--- config.mk ---
export PLATFORM = sky130hd
export DESIGN_NAME = fpu_issue_scoreboard
export DESIGN_NICKNAME = d
export VERILOG_FILES = /design/src/rtl/fpu_issue_scoreboard.sv
export SDC_FILE = /design/constraint.sdc
export NUM_CORES = 1
export LEC_CHECK = 0
export ABC_AREA = 1
export CAP_MARGIN = 20
export CORE_ASPECT_RATIO = 1.1
export CORE_UTILIZATION = 40
export CTS_CLUSTER_DIAMETER = 40
export DETAILED_ROUTE_END_ITERATION = 10
export HOLD_SLACK_MARGIN = 0.1
export PLACE_DENSITY = 0.75
export SYNTH_ARGS = -nofsm -noshare
export SYNTH_HDL_FRONTEND = slang
export SYNTH_SLANG_ARGS = --single-unit
--- constraint.sdc ---
create_clock -name clk -period 3.4 [get_ports clk]
set_input_delay 0.51 -clock clk [delete_from_list [all_inputs] [get_ports clk]]
set_output_delay 0.51 -clock clk [all_outputs]
set_load 0.03 [all_outputs]
--- src/rtl/fpu_issue_scoreboard.sv ---
// In-order FPU issue stage: one-entry hold register plus a WB_LATENCY-deep destination scoreboard.
// Optional stall counter output is enabled by defining FPU_ISSUE_STALL_COUNT_EN.
module fpu_issue_scoreboard #(
  parameter int          WB_LATENCY = 5,
  parameter logic [31:0] NOP_INST   = 32'h0000_0013
) (
  input  logic        clk,
  input  logic        rst,
  input  logic        in_valid,
  input  logic [31:0] in_inst,
  output logic        in_ready,
  output logic [31:0] out_inst,
  output logic        out_valid,
  output logic        busy
`ifdef FPU_ISSUE_STALL_COUNT_EN
  ,
  output logic [31:0] stall_count
`endif
);

  localparam logic [6:0] OPC_FLW    = 7'b0000111;
  localparam logic [6:0] OPC_FSW    = 7'b0100111;
  localparam logic [6:0] OPC_OPFP   = 7'b1010011;
  localparam logic [4:0] F5_FCVT_WS = 5'b11000;
  localparam logic [4:0] F5_FCVT_SW = 5'b11010;

  logic                       r_hold_v;
  logic [31:0]                r_hold_inst;
  logic [WB_LATENCY-1:0]      r_sb_v;
  logic [WB_LATENCY-1:0][4:0] r_sb_rd;

  logic       w_reads_rs1;
  logic       w_reads_rs2;
  logic       w_writes;
  logic       w_hazard;
  logic       w_issue;
  logic       w_accept;
  logic [4:0] w_rs1;
  logic [4:0] w_rs2;
  logic [4:0] w_rd;

  assign w_rs1 = r_hold_inst[19:15];
  assign w_rs2 = r_hold_inst[24:20];
  assign w_rd  = r_hold_inst[11:7];

  always_comb begin
    w_reads_rs1 = 1'b0;
    w_reads_rs2 = 1'b0;
    w_writes    = 1'b0;
    case (r_hold_inst[6:0])
      OPC_FLW: w_writes = 1'b1;
      OPC_FSW: w_reads_rs2 = 1'b1;
      OPC_OPFP: begin
        case (r_hold_inst[31:27])
          F5_FCVT_WS: w_reads_rs1 = 1'b1;
          F5_FCVT_SW: w_writes = 1'b1;
          default: begin
            w_reads_rs1 = 1'b1;
            w_reads_rs2 = 1'b1;
            w_writes    = 1'b1;
          end
        endcase
      end
      default: ;
    endcase
  end

  // f0 is a real float register, so it is compared like any other.
  always_comb begin
    w_hazard = 1'b0;
    for (int k = 0; k < WB_LATENCY; k++) begin
      if (r_sb_v[k] && ((w_reads_rs1 && (r_sb_rd[k] == w_rs1)) ||
                        (w_reads_rs2 && (r_sb_rd[k] == w_rs2))))
        w_hazard = 1'b1;
    end
  end

  assign w_issue   = r_hold_v && !w_hazard;
  assign in_ready  = !r_hold_v || w_issue;
  assign w_accept  = in_valid && in_ready;
  assign out_valid = w_issue;
  assign out_inst  = w_issue ? r_hold_inst : NOP_INST;
  assign busy      = r_hold_v || (|r_sb_v);

  always_ff @(posedge clk or posedge rst) begin
    if (rst) begin
      r_hold_v    <= 1'b0;
      r_hold_inst <= NOP_INST;
    end else if (w_accept) begin
      r_hold_v    <= 1'b1;
      r_hold_inst <= in_inst;
    end else if (w_issue) begin
      r_hold_v    <= 1'b0;
    end
  end

  // Entry k holds a destination issued k+1 cycles ago; it drops once the result is readable.
  always_ff @(posedge clk or posedge rst) begin
    if (rst) begin
      r_sb_v  <= '0;
      r_sb_rd <= '0;
    end else begin
      r_sb_v[0]  <= w_issue && w_writes;
      r_sb_rd[0] <= w_rd;
      for (int k = 1; k < WB_LATENCY; k++) begin
        r_sb_v[k]  <= r_sb_v[k-1];
        r_sb_rd[k] <= r_sb_rd[k-1];
      end
    end
  end

`ifdef FPU_ISSUE_STALL_COUNT_EN
  logic [31:0] r_stall_count;

  always_ff @(posedge clk or posedge rst) begin
    if (rst)
      r_stall_count <= '0;
    else if (r_hold_v && w_hazard && (r_stall_count != 32'hFFFF_FFFF))
      r_stall_count <= r_stall_count + 32'd1;
  end

  assign stall_count = r_stall_count;
`endif

endmodule

==> results.toml, run 1 <==
[status]
status = "complete, no violations"

[layout]
nets = 559
fin_util_pct = 53.40
area.sequential_um2 = 1580
multi_input_area_um2 = 1355
n_fill_cell = 767
syn_to_final_growth_pct = 29.44
final_layout_size_suffix_gt1_share_pct = 11.91
antenna_cells = 0
final_area_um2 = 4203

[global_routing]
grt_pass1_vias = 2833
grt_max_degree = 35
gr-total-overflow = 0
grt_usage_pct = 20.65
grt_pass1_wl_um = 13310
grt_antenna_before_repair = 0

[setup_path]
r2r_slack_ps = 1060
crit_type = "reg -> out"
cp-end-kind = "output pin"
critPathLaunch = "r_hold_inst[17]"
r2r_cells = 12
crit_path_max_fanout = 8
endpoint = "out_inst[1]"
worstPathArrival_ps = 2650
critPathRequiredTime_ps = 2890
worstSetupStartpointType = "flip-flop"
r2r_start = "r_hold_inst[17]"
r2r_end = "r_hold_inst[10]"

[floorplanning]
io-pin-count = 70
die_h_um = 96.49
core-area_um2 = 7870
num_rows = 34
start_util_pct = 41.26
fp.dieW_um = 87.90
die_area_um2 = 8481

[detailed_routing]
antenna_left = 0
wl_met3_um = 414
via_count = 3006
m1WireLength_um = 3508
route.met2.wl_um = 3852
avgViaCountPerCell = 4.719
wl_per_cell_um = 12.42
wirelength_um = 7912
top_layer_used = "met4"
drt-pass1-iter-count = 4
drc = 0
initialDrtViolationCount = 221

[sta]
setup_viol = 0
slew_headroom_pct = 54.57
final.min_clock_period_ps = 3157
slew_violations = 0
rsz0062_at_grt = "no"
hold_viol = 0
tightest_slew_ps = 680.4
fin_ws_ps = 243.5
fin_skew_ps = 12.36
fmax_mhz = 316.8
post-route-period-util_pct = 92.84
tns_ps = 0

[power_and_ir_drop]
powerDensity_nw_per_um2 = 467.5
combPwrFrac_pct = 19.2
internal_power_w = 0.001380
p_leak_nw = 2.265
vdd_drop_max_mv = 0.2293
p_sw_share_pct = 29.76
p_switching_w = 0.0005847
power_w = 0.001965
power_frac_clock_pct = 35.8
seq_power_share_pct = 45.0

[logic_synthesis]
synth_seq_cells = 63
synth_nets = 491
synth_area_leader_cell = "dfrtp_1"
synth_edf_count = 0
yosysSeqAreaShare_pct = 48.67
synth.avg_cell_area_um2 = 7.120
syn-instance-count = 456
synthTopCellsByCount = "172 x nand2_1, 69 x nor2_1, 60 x dfrtp_1"
ys_top_cells_by_area = "dfrtp_1 46%, nand2_1 20%, nor2_1 8.0%"
yosys_warnings = 0
synth.most_common_cell = "nand2_1"
synth_top_cell_area_share_pct = 46.24
async_reset_ff_share_pct = 100.0
dominantRegCellSynth = "dfrtp_1"
yosysUniqueCellTypes = 22
syn_area_um2 = 3247

[clocking]
cts_resized = 0
insertion_delay_ps = 340
post_cts_buffers = 0
clk_pin_slew_ps = 70
holdBufCountCts = 0
cts_tree = "built"
cts.sinks = 63
clk_path_buf_depth = 2
cts_inserted_buffers = 9
clockRootBuffer = "clkbuf_8"
htree_levels = 3

[place]
dp_hpwl_um = 5871
gp_congestion = 0.8922
io_buffers = 69
post_dp_cell_area_um2 = 3989
pre_cts_ws_ps = 612.4

[flow_run]
cap_viol_max_count = 0

[min_path]
worstHoldPathType = "reg -> reg"
-- cell families after synthesis --
group	after synthesis	share of synthesized area, %
flip-flops	63	48.67
AO/OA/AOI/OAI	18	2.852
AND/OR/NAND/NOR	298	37.26
XOR/XNOR	6	1.618
buffers and inverters	71	9.595
-- sequential cells by signal, summed over array words and instances, names as in the netlist --
signal	flops
r_hold_inst	32
r_hold_v	1
r_sb_rd	25
r_sb_v	5
-- worst min-delay path by stage --
stage,slack [ps],from,cells after the start,to
4_1_cts,390,r_hold_inst[11],0,r_sb_rd[4]
3_3_place_gp,390,r_hold_inst[11],0,r_sb_rd[4]
5_1_grt,400,r_hold_inst[11],0,r_sb_rd[4]
3_5_place_dp,390,r_hold_inst[11],0,r_sb_rd[4]
2_1_floorplan,370,r_hold_inst[7],0,r_sb_rd[0]
6_report,390,r_hold_inst[11],0,r_sb_rd[4]
-- power groups by stage --
stage                     sequential, W  combinational [W]  clock [W]
after floorplan                0.000869           0.000254          0
after global placement         0.000894           0.000376          0
after detailed placement       0.000896           0.000380          0
after CTS                      0.000882           0.000382   0.000721
after global routing           0.000894           0.000424   0.000759
final                          0.000883           0.000378   0.000703
-- critical path: stages, from the launching register on --
cell and delay, ps:
dfrtp_1 500, inv_1 140, o21ai_0 170, nor2_1 50
nand3_1 80, nand2_1 60, o21bai_1 190, nand3_1 200
or2_2 330, clkdlybuf4s50_1 590
-- cell type report --
class | instances | area share [%]
clock buffers | 10 | 3.037
clock inverters | 6 | 2.054
inverters | 54 | 4.823
multi-input cells | 322 | 32.24
flip-flops and latches | 63 | 37.60
well taps | 108 | 3.215
repair buffers | 74 | 17.03
-- metal layers --
metal / global-route usage (%) / up-vias
met4: 7.104 / 0
met2: 32.95 / 92
li1: - / 1519
met5: 0 / -
met3: 5.098 / 14
met1: 27.40 / 1381
-- cells in the final DEF, fill, tap and decap left out, types with 3 or more instances in the layout --
cell type        count
nand2_1            172
nor2_1              69
dfrtp_1             60
inv_1               48
nand3_1             48
clkdlybuf4s50_1     39
buf_4               30
o21ai_0             10
clkbuf_8             9
inv_2                6
xor2_1               6
buf_12               5
o21ai_1              4
a21oi_1              3
dfstp_2              3
-- metrics by stage --
step / instances / hold WS [ps]
after floorplan: 456 / 374.1
after global placement: 621 / 385.8
after detailed placement: 621 / 388.7
after CTS: 637 / 393.3
after global routing: 637 / 404.6
final: 637 / 392.9
No activity file was read; power rests on OpenSTA's default activity.
==> inputs of run 2 (changes only) <==
Settings changed: CAP_MARGIN 20 to unset.
Clock period 3.4 ns to 3.05 ns, I/O delays scaled along.
==> results.toml, run 2 (synthesis gave the netlist of run 1 again) <==
[status]
status = "complete, no violations"

[sta]
slew_violations = 0
tightest_slew_ps = 670.0
fin_skew_ps = 9.588
rsz0062_at_grt = "no"
hold_slack_ps = 398.7
slew_headroom_pct = 55.27
setup_viol = 0
tns_ps = 0
final.min_clock_period_ps = 2849
fmax_mhz = 351.0
hold_viol = 0
post-route-period-util_pct = 93.41

[detailed_routing]
wirelength_um = 8171
initialDrtViolationCount = 181
via_count = 3052
antenna_left = 0
avgViaCountPerCell = 4.791
drc = 0
drt-pass1-iter-count = 5
wl_per_cell_um = 12.83

[floorplanning]
start_util_pct = 41.26
die_area_um2 = 8481
core-area_um2 = 7870
die_h_um = 96.49
io-pin-count = 70
num_rows = 34
fp.dieW_um = 87.90

[global_routing]
gr-total-overflow = 0
grt_pass1_wl_um = 13340
grt_antenna_before_repair = 0
grt_pass1_vias = 2838
grt_usage_pct = 21.08
grt_max_degree = 35

[layout]
final_layout_size_suffix_gt1_share_pct = 12.67
syn_to_final_growth_pct = 30.33
largest_reg_flops = 32
nets = 559
top_regs = "r_hold_inst (32), r_sb_rd (25), r_sb_v (5)"
most-common-layout-cells = "172 x nand2_1, 69 x nor2_1, 60 x dfrtp_1, 47 x inv_1, 47 x nand3_1"
final_common_cell = "nand2_1"
antenna_cells = 0
top_register = "r_hold_inst"

[power_and_ir_drop]
vdd_drop_max_mv = 0.2816
powerDensity_nw_per_um2 = 529.1
p_leak_nw = 2.269

[min_path]
holdPathStages = 0
worstHoldPathType = "reg -> reg"
holdPathEnd = "r_sb_rd[4]"
worstHoldStart = "r_hold_inst[11]"

[clocking]
cts_inserted_buffers = 9
clk_pin_slew_ps = 70
htree_levels = 3
post_cts_buffers = 0
clockRootBuffer = "clkbuf_8"
clk_path_buf_depth = 2
cts_tree = "built"
insertion_delay_ps = 350
cts.sinks = 63

[setup_path]
r2r_start = "r_hold_inst[22]"
worstPathArrival_ps = 2390
crit_type = "reg -> out"
crit_path_max_fanout = 7
r2r_slack_ps = 660
cp-end-kind = "output pin"
r2r_end = "r_hold_inst[20]"
r2r_cells = 13
critPathLaunch = "r_hold_inst[22]"
worstSetupStartpointType = "flip-flop"
critPathRequiredTime_ps = 2590

[place]
dp_hpwl_um = 5897
io_buffers = 69
gp_congestion = 0.9023

[flow_run]
cap_viol_max_count = 0
==> run 2: worst max-delay path: stages, from the launching register on <==
cell and delay [ps]:
dfrtp_1 480, inv_1 180, nand2_1 70, nand2_1 70, nor2_1 40, nand3_1 80
nand3_1 120, o21ai_1 200, nand3_2 140, or2_2 300, dlygate4sd2_1 360
==> run 2: layer usage <==
| metal | wire [µm] | track usage, % |
|---|---|---|
| met3 | 367 | 4.333 |
| met1 | 3641 | 27.10 |
| met4 | 119 | 8.607 |
| met2 | 4043 | 34.69 |
| met5 | 0 | 0 |
==> run 2: worst max path at each step <==
| stage | end | slack [ps] | depth (start not counted) |
|---|---|---|---|
| 4_1_cts | out_inst[4] | 40 | 11 |
| 3_3_place_gp | out_inst[0] | 290 | 10 |
| 5_1_grt | out_inst[1] | 30 | 10 |
| 3_5_place_dp | out_inst[1] | 290 | 10 |
| 2_1_floorplan | out_inst[10] | 840 | 11 |
| 6_report | out_inst[1] | 200 | 10 |
==> run 2: final cells by class <==
type	instances	area, µm²
Fill cell	762	3638
Tap cell	108	135.1
Sequential cell	63	1580
Clock inverter	5	80.08
Inverter	54	202.7
Timing Repair Buffer	74	718.2
Clock buffer	11	151.4
Multi-Input combinational cell	322	1364
==> run 2: through the flow <==
stage | setup slack, ps | std cells | total power (W) | util, % | area [µm²]
final | 200.9 | 637 | 0.002239 | 53.77 | 4232
after global routing | 30.80 | 637 | 0.002349 | 53.77 | 4232
after CTS | 40.86 | 637 | 0.002259 | 53.59 | 4218
after detailed placement | 285.2 | 621 | 0.001425 | 50.68 | 3989
after global placement | 294.9 | 621 | 0.001416 | 50.68 | 3989
after floorplan | 836.1 | 456 | 0.001252 | - | 3247
==> run 2: what timing repair did <==
action	CTS	global route
gates resized for setup	2	6
endpoints found under the setup margin	2	21
endpoints found under the hold margin	0	0
hold buffers	0	0
cloned	0	0
==> run 2: where the power goes <==
group,leakage [nW],internal [W],switching [W]
sequential,0.771,0.000907,0.0000814
combinational,1.39,0.000172,0.000249
clock,0.112,0.000503,0.000327
total,2.27,0.00158,0.000657
